`config.mk`:
```
export PLATFORM = sky130hd
export DESIGN_NAME = conv_1_sdiv_seq
export DESIGN_NICKNAME = d
export VERILOG_FILES = /design/src/rtl/conv_1_sdiv_seq.sv
export SDC_FILE = /design/constraint.sdc
export NUM_CORES = 1
export LEC_CHECK = 0
export BUFFER_PORTS_ARGS = -buffer_cell sky130_fd_sc_hd__buf_2
export CELL_PAD_IN_SITES_DETAIL_PLACEMENT = 0
export CELL_PAD_IN_SITES_GLOBAL_PLACEMENT = 2
export CORE_ASPECT_RATIO = 2
export CORE_UTILIZATION = 30
export DETAILED_ROUTE_END_ITERATION = 6
export GPL_TIMING_DRIVEN = 0
export HOLD_SLACK_MARGIN = 0.08
export PLACE_DENSITY = 0.76
export SLEW_MARGIN = 20
export SYNTH_ARGS = -nofsm -noshare
export SYNTH_HDL_FRONTEND = slang
export SYNTH_SLANG_ARGS = --single-unit
```
`constraint.sdc`:
```
create_clock -name ap_clk -period 5.7 [get_ports ap_clk]
set_input_delay 0.285 -clock ap_clk [delete_from_list [all_inputs] [get_ports ap_clk]]
set_output_delay 0.285 -clock ap_clk [all_outputs]
set_load 0.02 [all_outputs]
```
`src/rtl/conv_1_sdiv_seq.sv`:
```
// Sequential 24/8 signed divider: restoring radix-2, one quotient bit per cycle,
// valid/ready on both sides, saturating 16-bit quotient, 8-bit remainder.
module conv_1_sdiv_seq #(
  parameter int ID         = 32'd1,
  parameter int NUM_STAGE  = 32'd24,
  parameter int din0_WIDTH = 32'd24,
  parameter int din1_WIDTH = 32'd8,
  parameter int dout_WIDTH = 32'd16
) (
  input  logic                  ap_clk,
  input  logic                  ap_rst,
  input  logic                  in_valid,
  output logic                  in_ready,
  input  logic [din0_WIDTH-1:0] din0,
  input  logic [din1_WIDTH-1:0] din1,
  output logic                  out_valid,
  input  logic                  out_ready,
  output logic [dout_WIDTH-1:0] dout,
  output logic [din1_WIDTH-1:0] rem,
  output logic                  ovf,
  output logic                  dbz
);

  typedef enum logic [1:0] {
    S_IDLE = 2'd0,
    S_CALC = 2'd1,
    S_DONE = 2'd2
  } state_t;

  localparam logic [4:0] LP_LAST = 5'(NUM_STAGE - 32'd1);

  state_t      r_state;
  logic [4:0]  r_cnt;
  logic        r_sign_n;
  logic        r_sign_d;
  logic        r_dbz_cap;
  logic [23:0] r_num;
  logic [23:0] r_quo;
  logic [7:0]  r_part;
  logic [7:0]  r_den;
  logic        r_in_ready;
  logic        r_out_valid;
  logic [15:0] r_dout;
  logic [7:0]  r_rem;
  logic        r_ovf;
  logic        r_dbz;

  logic [23:0] w_abs_n;
  logic [7:0]  w_abs_d;
  logic [8:0]  w_trial;
  logic        w_ge;
  logic [8:0]  w_part_nxt;
  logic [23:0] w_quo_nxt;
  logic        w_neg;
  logic [15:0] w_dout_fin;
  logic [7:0]  w_rem_fin;
  logic        w_ovf_fin;
  logic        w_unused;

  assign w_abs_n    = din0[23] ? (24'd0 - din0) : din0;
  assign w_abs_d    = din1[7] ? (8'd0 - din1) : din1;
  assign w_trial    = {r_part, r_num[23]};
  assign w_ge       = (w_trial >= {1'b0, r_den});
  assign w_part_nxt = w_ge ? (w_trial - {1'b0, r_den}) : w_trial;
  assign w_quo_nxt  = {r_quo[22:0], w_ge};
  assign w_neg      = r_sign_n ^ r_sign_d;
  // The remainder is always below |divisor| <= 128, so bit 8 never survives a step.
  assign w_unused   = &{1'b0, ID[0], w_part_nxt[8]};

  // Sign restoration, saturation and divide-by-zero override of the final step.
  always_comb begin
    w_dout_fin = 16'd0;
    w_rem_fin  = 8'd0;
    w_ovf_fin  = 1'b0;
    if (r_dbz_cap) begin
      w_dout_fin = r_sign_n ? 16'h8000 : 16'h7FFF;
    end else begin
      w_rem_fin = r_sign_n ? (8'd0 - w_part_nxt[7:0]) : w_part_nxt[7:0];
      if (!w_neg && (w_quo_nxt > 24'd32767)) begin
        w_dout_fin = 16'h7FFF;
        w_ovf_fin  = 1'b1;
      end else if (w_neg && (w_quo_nxt > 24'd32768)) begin
        w_dout_fin = 16'h8000;
        w_ovf_fin  = 1'b1;
      end else if (w_neg) begin
        w_dout_fin = 16'd0 - w_quo_nxt[15:0];
      end else begin
        w_dout_fin = w_quo_nxt[15:0];
      end
    end
  end

  // Control FSM, operand capture, restoring iteration and result registers.
  always_ff @(posedge ap_clk or posedge ap_rst) begin
    if (ap_rst) begin
      r_state     <= S_IDLE;
      r_cnt       <= 5'd0;
      r_sign_n    <= 1'b0;
      r_sign_d    <= 1'b0;
      r_dbz_cap   <= 1'b0;
      r_num       <= 24'd0;
      r_quo       <= 24'd0;
      r_part      <= 8'd0;
      r_den       <= 8'd0;
      r_in_ready  <= 1'b1;
      r_out_valid <= 1'b0;
      r_dout      <= 16'd0;
      r_rem       <= 8'd0;
      r_ovf       <= 1'b0;
      r_dbz       <= 1'b0;
    end else begin
      case (r_state)
        S_IDLE: begin
          if (in_valid) begin
            r_sign_n   <= din0[23];
            r_sign_d   <= din1[7];
            r_dbz_cap  <= (din1 == 8'd0);
            r_num      <= w_abs_n;
            r_den      <= w_abs_d;
            r_part     <= 8'd0;
            r_quo      <= 24'd0;
            r_cnt      <= 5'd0;
            r_in_ready <= 1'b0;
            r_state    <= S_CALC;
          end
        end
        S_CALC: begin
          r_num  <= {r_num[22:0], 1'b0};
          r_part <= w_part_nxt[7:0];
          r_quo  <= w_quo_nxt;
          r_cnt  <= r_cnt + 5'd1;
          if (r_cnt == LP_LAST) begin
            r_dout      <= w_dout_fin;
            r_rem       <= w_rem_fin;
            r_ovf       <= w_ovf_fin;
            r_dbz       <= r_dbz_cap;
            r_out_valid <= 1'b1;
            r_state     <= S_DONE;
          end
        end
        S_DONE: begin
          if (out_ready) begin
            r_out_valid <= 1'b0;
            r_in_ready  <= 1'b1;
            r_state     <= S_IDLE;
          end
        end
        default: begin
          r_out_valid <= 1'b0;
          r_in_ready  <= 1'b1;
          r_state     <= S_IDLE;
        end
      endcase
    end
  end

  assign in_ready  = r_in_ready;
  assign out_valid = r_out_valid;
  assign dout      = r_dout;
  assign rem       = r_rem;
  assign ovf       = r_ovf;
  assign dbz       = r_dbz;

endmodule

```
==> impl_metrics.ini, run 1 <==
[cts]
htree_levels = 3
cts.sinks = 101
clkSlewWorstSetupHoldPaths_ps = 70
ctsHoldBuffers = 1
root_buffer = clkbuf_16
cts_buffers = 9
clk_latency_ps = 350
cts_buffer_depth = 2
cts_resized = 0
postCtsSetupBuffers = 0
cts_tree = done

[synth]
ys_async_sr_fraction = 1.000
synth_cell_types = 70
netlist_top_cells_area = dfrtp_1, o21ai_0, nand2_1
yosys_warnings = 0
yosysMostFrequentCell = o21ai_0
netlist_area_sq_um = 5818
synth_ff_type = dfrtp_1
synth-edff-count = 0
syn-num-nets = 696
yosys.area.top_type = dfrtp_1
synthTopCellsByCount = o21ai_0, dfrtp_1, nand2_1, clkbuf_1, nor2_1
syn_inst = 646
synth_top_area_frac = 0.4301
seq_area_frac_synth = 0.4346
syn_avg_cell_area_sq_um = 9.006
ys_seq_elements = 101

[pwr]
pwr_density_cell_nw_per_um2 = 614.6
p_leak_nw = 2.924
peakVddDrop_mv = 0.1892

[floorplan]
core_area_sq_um = 18920
die_h_um = 198.9
start_util = 0.3075
io_pins = 64
die-area_sq_um = 19990
std_cell_rows = 71
die_w_um = 100.5

[final_layout]
area_delta_synth_final_pct = 16.77
final_area_sq_um = 6794
nNetsFinal = 771
drive_above_1_share = 0.1476
antenna_cells = 0
stdcell_count = 980

[critical_path]
critPathRequiredTime_ps = 5960
cp.arrival_ps = 5200
worst-setup-path-type = flip-flop to flip-flop
critPathMaxFanout = 10
end_kind = flip-flop
startpoint_type = flip-flop

[placement]
gp_congestion = 0.8073
place_hpwl_um = 13030
place_area_sq_um = 6480
placedCellCount = 964
place_worst_setup_slack_ps = 730.3
io_buffers = 62

[grt]
grt_antenna_before_repair = 0
grt_overflow = 0
grt_pass1_vias = 5147
gr-usage-all-layers = 0.1743
grt_pass1_wl_um = 26690
grt_max_degree = 64

[timing]
max_freq_ghz = 0.2025
setup_slack_ps = 760.7
drv_slew = 0
skew_ps = 8.213
setup_tns_ps = 0
rsz0062_at_grt = no
slew_headroom = 0.4875
fin_crit_sh = 0.8665
finalSetupViolCount = 0
period_needed_ps = 4939
hold_viol_final = 0
worstMarginPinSlew_ps = 764.6

[flow_run]
cap_violations = 0

[routing]
first_pass_iters = 5
drc = 0
wl_um = 16510
drt_iter0_markers = 213
avgViaCountPerCell = 5.080
num_vias = 4978
post_drt_wl_per_cell_um = 16.84
final_antenna_net_count = 0

[min_path]
min_path_type = input port to flip-flop

[run_status]
status = finished clean
sequential cells by signal (all words and copies together) (netlist names), 2 cells and up:
name / cells
r_num: 24
r_quo: 23
dout: 16
r_den: 8
r_part: 8
rem: 8
r_cnt: 5
r_state: 2
final cells by class:
type / count / area (sq um)
repair buffers: 64 / 347.8
plain buffers: 37 / 172.7
clock buffers: 10 / 239.0
fillers: 1951 / 12130
well taps: 255 / 319.1
multi-input cells: 487 / 3043
flip-flops and latches: 101 / 2529
clock inverters: 5 / 60.06
inverters: 21 / 83.83
through the flow:
stage / power, mW / util / hold slack (ps)
after global placement: 3.491 / 0.3407 / 463.0
final: 4.176 / 0.3591 / 198.5
after global routing: 4.522 / 0.3591 / 230.5
after CTS: 4.213 / 0.3588 / 192.3
after floorplan: 2.884 / - / 423.4
after detailed placement: 3.574 / 0.3425 / 316.7
layout by cell type (no fill, tap or decap), drive strengths merged, types with 3 or more instances in the layout:
master and instances:
a21oi 30, a22o 11, a22oi 21, a31oi 6, a41oi 3, and3 3
buf 67, clkbuf 42, clkinv 3, dfrtp 100, ha 13, inv 21
mux2i 8, nand2 90, nand2b 8, nand3 20, nand3b 4, nand4 6
nor2 31, nor2b 4, nor3 9, nor3b 3, nor4 5, o21ai 105
o31ai 15, o41ai 6, or3 6, or4 9, xnor2 13, xor2 30
kinds of logic (layout without fill, tap and decap cells):
group | count (synthesis) | after routing | synth area share
buf+inv | 58 | 137 | 0.04322
fa+ha+maj | 14 | 14 | 0.03140
xor+xnor | 43 | 43 | 0.06473
compound gates | 216 | 216 | 0.2301
simple gates | 204 | 204 | 0.1763
mux | 10 | 10 | 0.01957
flops | 101 | 101 | 0.4346
metal layers:
metal  global-route usage  share of wire
met1               0.1740           0.37
met2               0.3475           0.58
met3              0.02108          0.022
met4              0.07783          0.028
met5                    0              0
path summary, 6_finish.rpt:
| kind | start | endpoint | slack [ps] | cells after the start |
|---|---|---|---|---|
| worst max-delay path | r_num[23] | dout[7] | 760 | 15 |
| worst min-delay path | out_ready | in_ready | 200 | 3 |
| worst max register to register | r_num[23] | dout[7] | 760 | 15 |
| worst min register to register | dout[14] | dout[14] | 480 | 2 |
| max in group asynchronous | ap_rst | r_den[2] | 4580 | 4 |
| min in group asynchronous | ap_rst | out_valid | 470 | 3 |
power by group:
part | leakage (nW) | internal, mW | switching [mW] | total, mW
logic | 1.49 | 0.857 | 1.39 | 2.25
clock network | 0.145 | 0.352 | 0.280 | 0.631
registers | 1.28 | 1.03 | 0.266 | 1.30
total | 2.92 | 2.24 | 1.94 | 4.18
worst max-delay path, stage by stage, from the launching register on:
cell      delay [ps]
dfrtp_1          490
inv_1             80
ha_1             340
nand2b_1         150
a21o_1           190
a21oi_2          480
nand2_2          200
clkinv_1         240
buf_1            440
ha_1             280
nor2b_1          330
nand4b_1         240
o41ai_2          280
nand3_1          320
a211o_1          500
o31ai_1          270
(Power assumes the default switching activity.)
==> run 2, diff against run 1 <==
BUFFER_PORTS_ARGS = -buffer_cell sky130_fd_sc_hd__buf_4   (was -buffer_cell sky130_fd_sc_hd__buf_2)
clock period = 5 ns   (was 5.7 ns; I/O delays follow)
==> impl_metrics.ini, run 2 (synthesized netlist as in run 1, its figures left out) <==
[run_status]
status = finished clean

[placement]
gp_congestion = 0.8078
place_hpwl_um = 13010
io_buffers = 62

[critical_path]
critPathRequiredTime_ps = 5270
cp.arrival_ps = 4850
slowest_delay_ps = 510
critPathSlowestCell = or4_1
reg2regPathDepth = 14
critPathMaxFanout = 9
reg2reg_slack_ps = 420
crit_chain = inv_1 -> ha_1 -> nand2b_1 -> a21o_1 -> a21oi_4 -> nand2_2 -> clkbuf_1 -> o21ai_1 -> ha_1 -> nor3b_1 -> nor2_1 -> mux4_2 -> or4_1 -> o21ai_1
end_kind = flip-flop
worst-setup-path-type = flip-flop to flip-flop
startpoint_type = flip-flop

[floorplan]
die_h_um = 198.9
core_area_sq_um = 18920
die_w_um = 100.5
io_pins = 64
die-area_sq_um = 19990
start_util = 0.3075
std_cell_rows = 71

[routing]
first_pass_iters = 4
wl_um = 16480
num_vias = 5040
avgViaCountPerCell = 5.138
post_drt_wl_per_cell_um = 16.80
drt_iter0_markers = 138
final_antenna_net_count = 0
drc = 0

[min_path]
min_path_type = input port to flip-flop
hold_depth = 3

[pwr]
switching_power_mw = 2.217
p_clk_frac = 0.143
pwr_density_cell_nw_per_um2 = 690.0
power_mw = 4.795
pwr-share-comb = 0.548
internal-power_mw = 2.578
swShare = 0.4623
peakVddDrop_mv = 0.2372
pwr-share-seq = 0.309
p_leak_nw = 2.954

[final_layout]
antenna_cells = 0
largest-register = r_num
final_common_cell = o21ai_0
area_delta_synth_final_pct = 19.44
nFillCells = 1954
largest_reg_flops = 24
mostFrequentLayoutCells = o21ai_0, dfrtp_1, nand2_1
nNetsFinal = 771
drive_above_1_share = 0.1474

[cts]
cts_tree = done
cts_buffer_depth = 2
clk_latency_ps = 350
cts.sinks = 101
clkSlewWorstSetupHoldPaths_ps = 70
postCtsSetupBuffers = 0
cts_buffers = 9
root_buffer = clkbuf_16
htree_levels = 3

[grt]
use_met3 = 0.02249
grt.met2_usage = 0.3488
grt_max_degree = 59
top_usage_layer = met2
gr-usage-all-layers = 0.1766
gr-usage-met1 = 0.1746
grt_pass1_vias = 5244
grt_overflow = 0
grt_pass1_wl_um = 26980
grt_antenna_before_repair = 0

[timing]
slew_headroom = 0.2941
drv_slew = 0
rsz0062_at_grt = no
hold_viol_final = 0
fin_crit_sh = 0.9166
worstMarginPinSlew_ps = 1051
finalSetupViolCount = 0
skew_ps = 10.17
period_needed_ps = 4583
max_freq_ghz = 0.2182
setup_tns_ps = 0

[flow_run]
cap_violations = 0
## run 2: repair_timing
action	CTS	global route
hold endpoints to repair	42	0
setup endpoints to repair	1	9
gates resized for setup	2	2
hold buffers	1	0
cloned	0	0
## run 2: layout make-up
class / instances / area (sq um) / area share
clock inverters: 4 / 32.53 / 0.004681
multi-input cells: 487 / 3052 / 0.4391
clock buffers: 12 / 256.5 / 0.03691
well taps: 255 / 319.1 / 0.04591
flip-flops and latches: 101 / 2529 / 0.3639
inverters: 21 / 83.83 / 0.01206
repair buffers: 64 / 503.0 / 0.07238
plain buffers: 37 / 173.9 / 0.02503
## run 2: through the flow
stage	hold slack, ps	instances	worst slack, ps	utilization	area (sq um)
after floorplan	388.4	646	1355	-	5818
after global placement	462.8	963	55.39	0.3489	6603
after detailed placement	304.9	964	9.573	0.3507	6635
after CTS	147.9	981	95.67	0.3669	6942
after global routing	168.9	981	173.3	0.3673	6949
final	162.8	981	417.1	0.3673	6949
## run 2: worst max-delay path: cells and delay by family, from the launching register on
kind	cells	cell delay (ps)
simple gates	5	1340
compound gates	4	1150
fa+ha+maj	2	650
flops	1	490
mux	1	460
buf+inv	2	410
## run 2: layer usage
metal	wire, um	vias to the layer above	share of wire
met5	0	-	0
met4	588	0	0.036
met3	338	23	0.021
met2	9455	94	0.57
met1	6093	2442	0.37
li1	-	2481	-
## run 2: worst paths after layout
path | start | endpoint
max in group asynchronous | ap_rst | r_den[0]
max | r_num[23] | rem[4]
min | out_ready | in_ready
min reg2reg | r_den[3] | r_den[3]
min in group asynchronous | ap_rst | r_quo[14]
max reg2reg | r_num[23] | rem[4]
## run 2: power by group through the flow
| stage | Sequential [mW] | Combinational (mW) | Clock (mW) |
|---|---|---|---|
| floorplan | 1.49 | 1.79 | 0 |
| finish | 1.48 | 2.63 | 0.687 |
| global route | 1.53 | 2.94 | 0.733 |
| global placement | 1.48 | 2.56 | 0 |
| detailed placement | 1.49 | 2.63 | 0 |
| CTS | 1.48 | 2.64 | 0.707 |
==> run 3, diff against run 2 <==
CORE_UTILIZATION = 37   (was 30)
PLACE_DENSITY = 0.89   (was 0.76)
==> impl_metrics.ini, run 3 (synthesized netlist as in run 1, its figures left out) <==
[floorplan]
die_w_um = 90.67
start_util = 0.3804
die_h_um = 179.3
std_cell_rows = 64
io_pins = 64
die-area_sq_um = 16260
core_area_sq_um = 15290

[final_layout]
antenna_cells = 0
mostFrequentLayoutCells = o21ai_0, dfrtp_1, nand2_1
final_common_cell = o21ai_0
nFillCells = 1508
stdcell_count = 923
nNetsFinal = 771
largest_reg_flops = 24
area_delta_synth_final_pct = 18.41
register_area_sq_um = 2529
drive_above_1_share = 0.1476
largest-register = r_num
multi_input_area_sq_um = 3038
final_area_sq_um = 6889

[critical_path]
worst-setup-path-type = flip-flop to flip-flop
startpoint_type = flip-flop
r2r-start = r_num[23]
critPathMaxFanout = 9
reg2reg_slack_ps = 390
cp.arrival_ps = 4880
end_kind = flip-flop
r2r-end = rem[4]
critPathRequiredTime_ps = 5280
reg2regPathDepth = 14

[timing]
max_freq_ghz = 0.2169
hold-worst-slack_ps = 144.2
rsz0062_at_grt = no
setup_tns_ps = 0
fin_crit_sh = 0.9220
skew_ps = 8.685
hold_viol_final = 0
drv_slew = 0
finalSetupViolCount = 0
worstMarginPinSlew_ps = 955.7
slew_headroom = 0.3580
period_needed_ps = 4610

[cts]
root_buffer = clkbuf_16
htree_levels = 3
cts.sinks = 101
cts_buffers = 9
clk_latency_ps = 350
cts_tree = done
clkSlewWorstSetupHoldPaths_ps = 70
postCtsSetupBuffers = 0
cts_buffer_depth = 2

[pwr]
power_mw = 4.826
p_leak_nw = 2.973
pwr_density_cell_nw_per_um2 = 700.5
peakVddDrop_mv = 0.2463

[placement]
place_area_sq_um = 6564
io_buffers = 62
place_hpwl_um = 12230
gp_congestion = 0.8648
placedCellCount = 907

[run_status]
status = finished clean

[routing]
final_antenna_net_count = 0
num_vias = 5094
avgViaCountPerCell = 5.519
wl_um = 15500
post_drt_wl_per_cell_um = 16.79
drc = 0
first_pass_iters = 5
drt_iter0_markers = 262

[grt]
grt_pass1_vias = 5135
grt_max_degree = 53
grt_pass1_wl_um = 25560
grt_antenna_before_repair = 0
grt_overflow = 0
gr-usage-all-layers = 0.2016

[min_path]
min_path_type = input port to flip-flop
hold_depth = 3
worstHoldEndpoint = in_ready
min-delay-start = out_ready

[flow_run]
cap_violations = 0
==> run 3: worst max-delay path by stage <==
| stage | slack (ps) | cells past startpoint | start | to |
|---|---|---|---|---|
| 2_1_floorplan | 1350 | 15 | r_num[23] | dout[7] |
| 3_3_place_gp | 150 | 14 | r_num[23] | rem[4] |
| 3_5_place_dp | 160 | 14 | r_num[23] | rem[4] |
| 4_1_cts | 130 | 14 | r_num[23] | rem[4] |
| 5_1_grt | 50 | 15 | r_num[23] | dout[7] |
| 6_report | 390 | 14 | r_num[23] | rem[4] |
==> run 3: per-layer routing <==
layer,global-route usage,share of wire,vias up
met1,0.1981,0.36,2439
met3,0.02658,0.031,30
met4,0.1028,0.037,0
li1,-,-,2490
met5,0,0,-
met2,0.4037,0.57,135
==> run 3: where the power goes <==
group          total, mW  internal [mW]  switching (mW)
Combinational       2.60           1.03            1.57
Sequential          1.48           1.17           0.301
Clock              0.752          0.447           0.305
==> run 3: layout make-up <==
class,instances,share of cell area
multi-input cells,487,0.4410
flip-flops and latches,101,0.3671
repair buffers,64,0.07301
clock buffers,10,0.03469
inverters,21,0.01217
plain buffers,37,0.02525
clock inverters,5,0.01090
well taps,198,0.03596
==> run 3: what timing repair did <==
item / in CTS / in global routing
hold endpoints to repair: 48 / 0
resized for setup: 0 / 2
setup endpoints to repair: 0 / 10
hold buffers: 1 / 0
==> run 3: through the flow <==
step	utilization	worst slack (ps)
detailed placement	0.4292	158.9
global route	0.4504	47.29
finish	0.4504	390.1
global placement	0.4270	152.3
floorplan	-	1355
CTS	0.4503	133.6
==> run 3: worst max-delay path, cell delays in order (launching register included) <==
cell and delay, ps:
dfrtp_1 480, inv_1 70, ha_1 340, nand2b_1 150, a21o_1 190, a21oi_2 460
nand2_2 190, clkbuf_1 320, o21ai_1 460, ha_1 300, nor3b_1 390, nor2_1 70
mux4_2 450, or4_1 530, o21ai_1 120
